**src/rtl/wishbone_apb_bridge.sv**
```systemverilog
// wishbone_apb_bridge: Wishbone classic slave to APB master, one APB transfer per Wishbone cycle.
// Define WB2APB_TIMEOUT_EN to abort an ACCESS phase after TIMEOUT cycles without PREADY.
module wishbone_apb_bridge #(
   parameter int DATA_WIDTH = 32,
   parameter int ADDR_WIDTH = 10,
   parameter int TIMEOUT    = 255
) (
   input  logic                    PCLK,
   input  logic                    PRESETn,
   input  logic                    CYC_I,
   input  logic                    STB_I,
   input  logic                    WE_I,
   input  logic [ADDR_WIDTH-1:0]   ADR_I,
   input  logic [DATA_WIDTH/8-1:0] SEL_I,
   input  logic [DATA_WIDTH-1:0]   DAT_I,
   output logic [DATA_WIDTH-1:0]   DAT_O,
   output logic                    ACK_O,
   output logic                    ERR_O,
   output logic                    PSEL,
   output logic                    PENABLE,
   output logic [ADDR_WIDTH-1:0]   PADDR,
   output logic                    PWRITE,
   output logic [DATA_WIDTH-1:0]   PWDATA,
   output logic [DATA_WIDTH/8-1:0] PSTRB,
   input  logic [DATA_WIDTH-1:0]   PRDATA,
   input  logic                    PREADY,
   input  logic                    PSLVERR
);
   typedef enum logic [1:0] {IDLE, SETUP, ACCESS, RESP} state_t;
   state_t state;
   logic   abort;
   logic   abort_now;
   logic   expired;
   if (DATA_WIDTH % 8 != 0 || TIMEOUT < 1) begin : g_bad_param
      $error("wishbone_apb_bridge: DATA_WIDTH must be a multiple of 8 and TIMEOUT at least 1");
   end
   // a master dropping CYC_I this cycle counts as aborted immediately
   assign abort_now = abort | ~CYC_I;
`ifdef WB2APB_TIMEOUT_EN
   localparam int CB = $clog2(TIMEOUT + 1);
   localparam int CW = CB < 8 ? 8 : (CB > 16 ? 16 : CB);
   logic [CW-1:0] cnt;
   assign expired = ~PREADY && (cnt == CW'(TIMEOUT - 1));
`else
   assign expired = 1'b0;
`endif
   always_ff @(posedge PCLK or negedge PRESETn) begin
      if (!PRESETn) begin
         state   <= IDLE;
         abort   <= 1'b0;
         PSEL    <= 1'b0;
         PENABLE <= 1'b0;
         PADDR   <= '0;
         PWRITE  <= 1'b0;
         PWDATA  <= '0;
         PSTRB   <= '0;
         DAT_O   <= '0;
         ACK_O   <= 1'b0;
         ERR_O   <= 1'b0;
`ifdef WB2APB_TIMEOUT_EN
         cnt     <= '0;
`endif
      end else begin
         case (state)
            IDLE: if (CYC_I && STB_I) begin
               PADDR  <= ADR_I;
               PWRITE <= WE_I;
               PWDATA <= DAT_I;
               PSTRB  <= WE_I ? SEL_I : '0;
               abort  <= 1'b0;
               PSEL   <= 1'b1;
               state  <= SETUP;
`ifdef WB2APB_TIMEOUT_EN
               cnt    <= '0;
`endif
            end
            SETUP: begin
               abort   <= abort_now;
               PENABLE <= 1'b1;
               state   <= ACCESS;
            end
            ACCESS: begin
               abort <= abort_now;
`ifdef WB2APB_TIMEOUT_EN
               if (!PREADY) cnt <= cnt + 1'b1;
`endif
               // the APB transfer always runs to completion; abort only hides the response
               if (PREADY || expired) begin
                  PSEL    <= 1'b0;
                  PENABLE <= 1'b0;
                  if (PREADY && !PWRITE) DAT_O <= PRDATA;
                  ACK_O   <= PREADY & ~PSLVERR & ~abort_now;
                  ERR_O   <= (~PREADY | PSLVERR) & ~abort_now;
                  state   <= abort_now ? IDLE : RESP;
               end
            end
            RESP: begin
               ACK_O <= 1'b0;
               ERR_O <= 1'b0;
               state <= IDLE;
            end
         endcase
      end
   end
endmodule

```
**config.mk**
```make
export PLATFORM = sky130hd
export DESIGN_NAME = wishbone_apb_bridge
export DESIGN_NICKNAME = d
export VERILOG_FILES = /design/src/rtl/wishbone_apb_bridge.sv
export SDC_FILE = /design/constraint.sdc
export NUM_CORES = 1
export LEC_CHECK = 0
export ABC_AREA = 1
export BUFFER_PORTS_ARGS = -buffer_cell sky130_fd_sc_hd__buf_2
export CAP_MARGIN = 25
export CORE_UTILIZATION = 40
export DETAILED_ROUTE_END_ITERATION = 10
export PLACE_DENSITY = 0.68
export SLEW_MARGIN = 20
export SYNTH_ARGS = -nofsm -noshare
export SYNTH_HDL_FRONTEND = slang
export SYNTH_SLANG_ARGS = --single-unit
export TNS_END_PERCENT = 1
```
**constraint.sdc**
```tcl
create_clock -name PCLK -period 2.12 [get_ports PCLK]
set_input_delay 0.636 -clock PCLK [delete_from_list [all_inputs] [get_ports PCLK]]
set_output_delay 0.636 -clock PCLK [all_outputs]
set_load 0.02 [all_outputs]
```
; Word level (Yosys, flattened, before mapping)
; Index checks and enable logic that the tools add are counted.
[word_totals]
elab_cells = 56
reg_bits = 86
out_inout_bits = 83
[op_classes]
n_mux = 15
bitwise_logic = 9
n_reduce_logical = 16
n_eq_ne = 5
[op_table]
columns = operator, n
row1 = 1-bit case mux with 2 select lines, 5
row2 = 2-bit AND reduction, 5
row3 = 2-bit case mux with 4 select lines, 1
row4 = 2-bit nonzero test, 4
row5 = 2-bit 2-to-1 mux, 3
row6 = 3-bit AND reduction, 2
row7 = 1-bit 2-to-1 mux, 5
row8 = "2-bit equality test, second input constant", 2
row9 = 4-bit 2-to-1 mux, 1
row10 = "2-bit inequality test, second input constant", 2
row11 = 1-bit NOT, 4
row12 = 1-bit bitwise AND, 3
row13 = "2-bit by 1-bit equality test with 1-bit output, second input constant", 1
row14 = 1-bit logical AND, 2
row15 = 2-bit zero test, 1
row16 = 1-bit bitwise OR, 2
row17 = 2-bit OR reduction, 1
row18 = 1-bit zero test, 1

; Depth between registers and ports, before layout
; Gate-level depths: netlist of the first run.
[logic_depth]
word_depth = 6
depth_mapped = 8

; Least setup slack after synthesis of the first run
; Ideal clock, no wire load.
[synth_timing]
kind = register -> register
from = register state[0]
to = register DAT_O[18]
setup_slack_ns = 0.644
required_time_ns = 2.002
arrival_time_ns = 1.358
setup_ns = 0.118
stages_incl_launch_ff = 9
path_buffers = 2
path_cell_list = dfrtp_1 inv_1 ha_1 nand2_1 or2_1 buf_6 buf_6 nand2_1 o21ai_2
[synth_between]
elab_chain_cells = 2
[synth_lines]
columns = item, line_no
row1 = start: declaration, 30  ; state_t state;
row2 = start signal: assignment, 94  ; state <= abort_now ? IDLE : RESP;
row3 = 2-bit equality test, 64  ; case (state)
row4 = 3-bit AND reduction (no source line), -
row5 = end signal: assignment, 57  ; DAT_O <= '0;
row6 = end signal: assignment, 91  ; if (PREADY && !PWRITE) DAT_O <= PRDATA;
row7 = end: declaration, 16  ; output logic [DATA_WIDTH-1:0] DAT_O,
; Every way passes these cells.
; A chain may end at the register's enable or synchronous reset.

; Worst setup path in the final report of the first run
[layout_timing]
from = register state[0]
to = register PSTRB[0]
[layout_between]
elab_chain_cells = 2
[layout_lines]
columns = item, line_no
row1 = 2-bit zero test, 64
row2 = 2-bit AND reduction (no source line), -
row3 = end signal: assignment, 69  ; PSTRB <= WE_I ? SEL_I : '0;
row4 = end: declaration, 24  ; output logic [DATA_WIDTH/8-1:0] PSTRB,
; Every way passes these cells.

==> run metrics, run 1 <==
Yosys top cell by area dfrtp_1; CP Max Fanout 37; Wirelength per Cell 11.7 um; Cell Area, Synth 3620 um^2; Synth Instances 396; worst rel slew slack 75.6%; Yosys reg bits 86; Yosys warnings 0; Max stage delay on crit path 0.45 ns; cell family with most CP delay simple AND/OR/NAND/NOR gates; Slew @ Worst Pin 0.366 ns; distinct cell type count after synthesis 17; vias per inst 4.48; Final nets 656; post-layout min period 1.74 ns; Synth Area per Inst 9.13 um^2; CTS H-tree depth 3; max_cap viols 0; Setup Fix Bufs, Post-CTS 0; post-synthesis mux area share 0%; peak supply drop 0.671 mV; IO Pins 168; Compound-Gate Fraction of Synth Area 8.17%; final hold violation count 0; unrepaired setup endpoints after global routing false; area of the multi-input gates 1180 um^2; Fill cells 841; Starting Density 41.5%; placed wire-length estimate 5860 um; CP Buf/Inv Count 2; outcome finished, final reports clean; Most used DFF post-synth dfrtp_1; Req. time, crit path 2.40 ns; most frequent cell after synthesis nand2_1; Synth Area in Simple Gates 22.5%; PD cells 1520 nW/um^2; Die Area 9420 um^2; Post-Synth XOR/XNOR Area 0%; top post-synthesis cells by area dfrtp_1, nand2_1, o21ai_2; Clk pin slew, worst setup/hold paths 0.08 ns; CTS Buffer Depth 2; # rows 34; Clock Tree Root clkbuf_8; Tot GR Track Use 17.4%; Vias 3037; Final period util 82.0%; Pwr Total 7270 uW; Area growth, synth to finish 32.2%; Post-CTS Resized 0; drt pass-1 iters 5; register area share after synthesis 59.5%; max-slew violation count 0; antenna violation net count after detailed routing 0; initial antenna violation count 0; Synth top area share 59.5%; number of synthesized flops with an enable pin 0; Setup crit start kind register; first-pass GRT wire length 13300 um; Worst Hold Class primary input to async pin; core area 8720 um^2; GRT overflow 0; Fmax achieved 575 MHz; share of layout cells above drive strength 1 39.1%; CP Cell Sequence inv_1 -> ha_1 -> nand3_2 -> buf_4 -> nor2_1 -> nand2_1 -> nand2_1; register area 2150 um^2; cts hold-fix bufs 0; pin count of the biggest net entering global routing 65; Setup Viol. Count Final 0; CTS tree built; vias in the first global route 2923; adder-cell share of the synthesized area 2.08%; crit path kind register to register; commonest cells in the synthesized netlist nand2_1, dfrtp_1, inv_1; Die Width 97.1 um; Die H 97.1 um; Critical Path AT 2.02 ns; crit end category register; ys async rst share 100%; Mapped Nets 487; CTS Buf Count 9; TNS Setup 0 ns; Detailed Route WL 7970 um; CP dominant cell by count nand2_1; clk_lat worst skew 0.34 ns; RD Place Congestion 0.789; slowest library cell on the worst path dfrtp_1; Leak 0.00287 uW; main combinational cell family by area after synthesis simple AND/OR/NAND/NOR gates; IO Port Bufs 167; DRC 0; clock skew 0.00807 ns; TritonCTS Sinks 86; Starting DRT DRC Count 86; diode count 0
-- state kept, by name, indices dropped and copies added, names as in the netlist --
name,count
PWRITE,1
ACK_O,1
DAT_O,32
PSEL,1
PSTRB,4
PADDR,10
PWDATA,32
PENABLE,1
ERR_O,1
abort,1
state,2
-- kinds of logic (layout without fill, tap and decap cells) --
group | after synthesis | in the layout
flip-flops | 86 | 86
adder cells (fa/ha/maj) | 6 | 6
AND/OR/NAND/NOR | 210 | 210
buffers and inverters | 59 | 233
AO/OA/AOI/OAI | 35 | 35
-- worst reg2reg max path, cell delays in order (launching register included) --
cell and delay (ns):
dfrtp_1 0.45, inv_1 0.15, ha_1 0.26, nand3_2 0.13, buf_4 0.27, nor2_1 0.28
nand2_1 0.08, nand2_1 0.07
-- layout make-up --
class / count / area share, %
Sequential cell: 86 / 45.0
Multi-Input combinational cell: 251 / 24.7
Timing Repair Buffer: 174 / 19.2
Clock buffer: 13 / 3.53
Inverter: 43 / 3.38
Tap cell: 108 / 2.83
Clock inverter: 3 / 1.36
-- power breakdown --
part	switching (uW)	internal (uW)
Sequential	414	2400
Combinational	2040	1100
Clock	552	760
Total	3010	4260
-- cells in the final DEF (no fill, tap or decap), drive strengths merged --
cell      n
nand3b    1
o21ai    34
nor2      4
ha        6
buf     174
inv      42
dfrtp    86
a21oi     1
or2       1
nand2   196
bufinv    2
nand3     6
nand4     2
clkinv    2
clkbuf   13
-- routing by layer --
| metal | GRT usage, % | up-vias | share of wire (%) |
|---|---|---|---|
| li1 | - | 1527 | - |
| met1 | 23.0 | 1374 | 45 |
| met2 | 26.5 | 124 | 45 |
| met3 | 5.76 | 12 | 8.8 |
| met4 | 6.43 | 0 | 1.4 |
| met5 | 0 | - | 0 |
-- final timing paths --
| check | slack (ns) | cells after the start | startpoint | endpoint |
|---|---|---|---|---|
| setup / recovery | 0.38 | 7 | state[0] | PSTRB[0] |
| hold / removal | 0.20 | 1 | PRESETn | DAT_O[5] |
| setup reg to reg | 0.38 | 7 | state[0] | PSTRB[0] |
| hold reg to reg | 0.48 | 2 | ERR_O | ERR_O |
| max in group asynchronous | 1.27 | 2 | PRESETn | PWDATA[25] |
| min in group PCLK | 0.48 | 2 | ERR_O | ERR_O |
-- per-stage QoR --
step	cells	area, um^2	hold WS (ns)	setup WS [ns]	util (%)
3_3_place_gp	662	4550	0.458	0.460	52.1
2_1_floorplan	396	3620	0.340	0.644	-
5_1_grt	678	4780	0.208	0.167	54.8
4_1_cts	678	4780	0.196	0.375	54.8
3_5_place_dp	662	4550	0.460	0.396	52.1
6_report	678	4780	0.203	0.382	54.8
Note: power is estimated with default switching activity, not from simulation.
==> run 2, diff against run 1 <==
Settings changed: PLACE_DENSITY 0.68 to 0.71.
Clock period 2.12 ns to 1.5 ns, I/O delays scaled along.
==> run 2 against run 1 <==
- sequential power increased by 41%
- cell count increased by 0.88%
- non-clock buffer count increased by 7
- largest cell class unchanged
==> run metrics, run 2 (same netlist as run 1, synthesis figures left out) <==
outcome finished, final reports clean; max_cap viols 0; DRC 0; Clock Tree Root clkbuf_8; clk_lat worst skew 0.34 ns; CTS Buf Count 9; CTS H-tree depth 3; Req. time, crit path 1.72 ns; IO Pins 168; pin count of the biggest net entering global routing 87; Starting DRT DRC Count 62; worst rel slew slack 70.0%; Placed Cells 666; Vias 3084; Final nets 663; TNS Setup 0 ns; IO Port Bufs 167; Wirelength per Cell 12.0 um; diode count 0; Fmax achieved 695 MHz; vias per inst 4.51; vias in the first global route 3060; # rows 34; placed wire-length estimate 5650 um; PD cells 2140 nW/um^2; cts hold-fix bufs 0; Area growth, synth to finish 35.6%; share of layout cells above drive strength 1 41.0%; Starting Density 41.5%; RD Place Congestion 0.762; clock skew 0.0125 ns; unrepaired setup endpoints after global routing true; Detailed Route WL 8190 um; final worst slack 0.0615 ns; GRT overflow 0; Setup crit start kind register; CTS tree built; core area 8720 um^2; Final period util 95.9%; Tot GR Track Use 18.2%; Clk pin slew, worst setup/hold paths 0.09 ns; Slew @ Worst Pin 0.451 ns; max-slew violation count 0; initial antenna violation count 0; Die Width 97.1 um; first-pass GRT wire length 13800 um; Leak 0.00292 uW; final hold violation count 0; Die Area 9420 um^2; worst-case setup slack after placement -0.0567 ns; final non-filler cell total 684; commonest cells after routing, fill and taps aside nand2_1, buf_2, dfrtp_1, inv_1, o21ai_2; largest registers DAT_O: 32 flops, PWDATA: 32 flops, PADDR: 10 flops; TritonCTS Sinks 86; post-layout min period 1.44 ns; peak supply drop 0.985 mV; Critical Path AT 1.66 ns; Die H 97.1 um; CTS Buffer Depth 2; commonest non-fill, non-tap cell in the layout nand2_1; Setup Viol. Count Final 0; Worst Hold Class primary input to async pin; drt pass-1 iters 4; CP Max Fanout 32; crit path kind register to register; antenna violation net count after detailed routing 0; crit end category register
run 2: changes by cell type in the layout (fill, tap and decap cells not counted), sizes merged:
cell	previous run	this run
clkbuf	13	10
buf	174	181
clkinvlp	0	2
run 2: path summary, 6_finish.rpt:
path                         endpoint  cells past startpoint  slack, ns      from
max in group asynchronous       abort                      2       1.02   PRESETn
min in group PCLK            PADDR[9]                      3       0.29  ADR_I[9]
max reg2reg                  DAT_O[4]                      7       0.06  state[0]
max                          DAT_O[4]                      7       0.06  state[0]
min                        PWDATA[20]                      2       0.14   PRESETn
min reg2reg                  DAT_O[5]                      2       0.48  DAT_O[5]
run 2: power breakdown:
group	switching (uW)	internal (uW)	total [uW]
registers	571	3390	3960
clock network	822	978	1800
logic	2990	1730	4720
total	4380	6100	10500
run 2: final cells by class:
cell class,instances,area (um^2)
flip-flops and latches,86,2150
clock buffers,10,138
multi-input cells,251,1210
fillers,800,3820
clock inverters,5,83.8
repair buffers,181,1030
inverters,43,161
well taps,108,135
run 2: layer usage:
layer	GRT usage, %	up-vias	part of all wire [%]
met4	7.92	0	2.0
met3	5.68	14	8.3
met5	0	-	0
li1	-	1543	-
met1	22.8	1395	43
met2	29.0	132	46
run 2: timing repair:
action,in CTS,in global routing
gates cloned,1,0
buffers inserted,0,2
hold endpoints to repair,0,0
endpoints found under the setup margin,37,75
resized for setup,4,6
run 2: critical path, cell delays in order, from the launching register on:
cell     delay, ns
dfrtp_1       0.40
inv_2         0.09
ha_2          0.19
nand2_2       0.06
or2_4         0.27
buf_12        0.17
nand2_1       0.08
o21ai_2       0.05
run 2: stage by stage:
| stage | power [uW] | util, % | cell area, um^2 | hold WS (ns) |
|---|---|---|---|---|
| finish | 10500 | 56.2 | 4900 | 0.136 |
| global route | 11200 | 56.2 | 4900 | 0.154 |
| detailed placement | 8630 | 52.9 | 4610 | 0.459 |
| CTS | 10500 | 55.9 | 4870 | 0.137 |
| floorplan | 6930 | - | 3620 | 0.154 |
| global placement | 8480 | 52.9 | 4610 | 0.456 |
==> run 3, diff against run 2 <==
Clock period 1.5 ns to 1.2 ns, I/O delays scaled along.
==> run 3 against run 2 <==
- the flow now finishes with violations (negative setup slack)
- final area increased by 4.1%
- worst setup slack worse by 0.26 ns
- sequential share of layout area down 1.7 points
- clock-buffer cell count unchanged
- wire length is 7.2% higher
- hold slack improved by 0.072 ns
- critical path type unchanged
- critical endpoint is now DAT_O[1]
==> run metrics, run 3 (same netlist as run 1, synthesis figures left out) <==
Die Area 9420 um^2; Slew @ Worst Pin 0.228 ns; Tot GR Track Use 19.3%; CTS Buffer Depth 2; final non-filler cell total 692; CP Depth 6; worst rel slew slack 84.8%; Max stage delay on crit path 0.40 ns; largest registers DAT_O: 32 flops, PWDATA: 32 flops, PADDR: 10 flops; core area 8720 um^2; Die H 97.1 um; Fill cells 778; first-pass GRT wire length 14600 um; CP Cell Sequence inv_2 -> ha_4 -> nand2_2 -> or2_4 -> buf_16 -> o21ai_2; Area growth, synth to finish 41.1%; share of layout cells above drive strength 1 44.5%; crit end category register; Die Width 97.1 um; Setup crit start kind register; cell family with most CP delay flip-flops; outcome complete, but fails checks; final hold violation count 0; PD cells 2630 nW/um^2; hold depth 3; placed wire-length estimate 6180 um; register area 2150 um^2; clk_lat worst skew 0.34 ns; commonest non-fill, non-tap cell in the layout nand2_1; drt pass-1 iters 4; Worst Hold Class primary input to register; R2R depth 6; Fmax achieved 715 MHz; IO Pins 168; vias in the first global route 3181; Vias 3110; CP Buf/Inv Count 2; commonest cells after routing, fill and taps aside nand2_1, buf_2, dfrtp_1, inv_1, o21ai_2; final worst slack -0.198 ns; Placed Cells 673; antenna violation net count after detailed routing 0; peak supply drop 1.23 mV; Starting DRT DRC Count 80; max_cap viols 0; GRT overflow 0; area of the multi-input gates 1250 um^2; Starting Density 41.5%; TritonCTS Sinks 86; CTS tree built; pin count of the biggest net entering global routing 43; failing checks negative setup slack; max-slew violation count 0; RD Place Congestion 0.787; Req. time, crit path 1.46 ns; unrepaired setup endpoints after global routing true; Final period util 116%; CTS Buf Count 9; Wirelength per Cell 12.7 um; DRC 0; clock skew 0.0131 ns; Leak 0.00297 uW; post-layout min period 1.40 ns; final core utilization 58.5%; Final nets 671; Setup Viol. Count Final 164; CTS H-tree depth 3; Critical Path AT 1.66 ns; vias per inst 4.49; crit path kind register to register; worst-case setup slack after placement -0.301 ns; Clock Tree Root clkbuf_8; Detailed Route WL 8780 um; IO Port Bufs 167; slowest library cell on the worst path dfrtp_1; initial antenna violation count 0; diode count 0; Clk pin slew, worst setup/hold paths 0.09 ns; CP Max Fanout 32; # rows 34
## run 3: changes by cell type in the layout (fill, tap and decap cells not counted), moves of 2 or more
cell     change
buf_6       +17
buf_2       -15
nand2_1     -14
nand2_2     +13
buf_4        +4
inv_1        -2
inv_2        +2
## run 3: final timing paths
check,startpoint,end,slack (ns)
setup / recovery,state[0],DAT_O[1],-0.20
hold / removal,DAT_I[6],PWDATA[6],0.21
setup reg to reg,state[0],DAT_O[1],-0.20
hold reg to reg,DAT_O[14],DAT_O[14],0.48
max in group asynchronous,PRESETn,ERR_O,0.30
min in group asynchronous,PRESETn,PWDATA[8],0.41
## run 3: where the power goes
part | switching [uW] | internal (uW) | total, uW
clock network | 1010 | 956 | 1970
logic | 3830 | 2580 | 6410
registers | 813 | 4240 | 5050
total | 5660 | 7780 | 13400
## run 3: final cells by class
class                   instances  share of cell area, %
well taps                     108                   2.65
clock inverters                 5                   1.20
multi-input cells             251                   24.6
inverters                      43                   3.16
flip-flops and latches         86                   42.2
repair buffers                189                   23.7
clock buffers                  10                   2.50
## run 3: worst register-to-register path: stages, from the launching register on
cell	delay, ns
dfrtp_1	0.40
inv_2	0.10
ha_4	0.14
nand2_2	0.05
or2_4	0.29
buf_16	0.21
o21ai_2	0.14
## run 3: metal layers
layer / GRT usage [%] / share of wire, % / wire length, um / vias to the layer above
met3: 6.26 / 8.3 / 731 / 6
met1: 23.2 / 41 / 3610 / 1423
met5: 0 / 0 / 0 / -
li1: - / - / - / 1560
met2: 32.5 / 50 / 4370 / 121
met4: 6.31 / 0.75 / 66 / 0
## run 3: per-stage QoR
stage                     total power (uW)  setup TNS [ns]  cell area [um^2]  hold WS [ns]
after CTS                            13300          -17.98              5030         0.186
final                                13400          -16.03              5100         0.209
after floorplan                       8760          -15.17              3650        0.0644
after global placement               10800          -15.56              4700         0.224
after detailed placement             11000          -17.71              4700         0.227
after global routing                 14400          -26.43              5100         0.182
## run 3: what timing repair did
action                                 4_1_cts  5_1_grt
resized for setup                           23       28
endpoints found under the hold margin       11        0
setup endpoints to repair                  166      169
setup buffers                                1        0
pin swaps                                    3        1
hold buffers                                 1        0
gates cloned                                 2        0
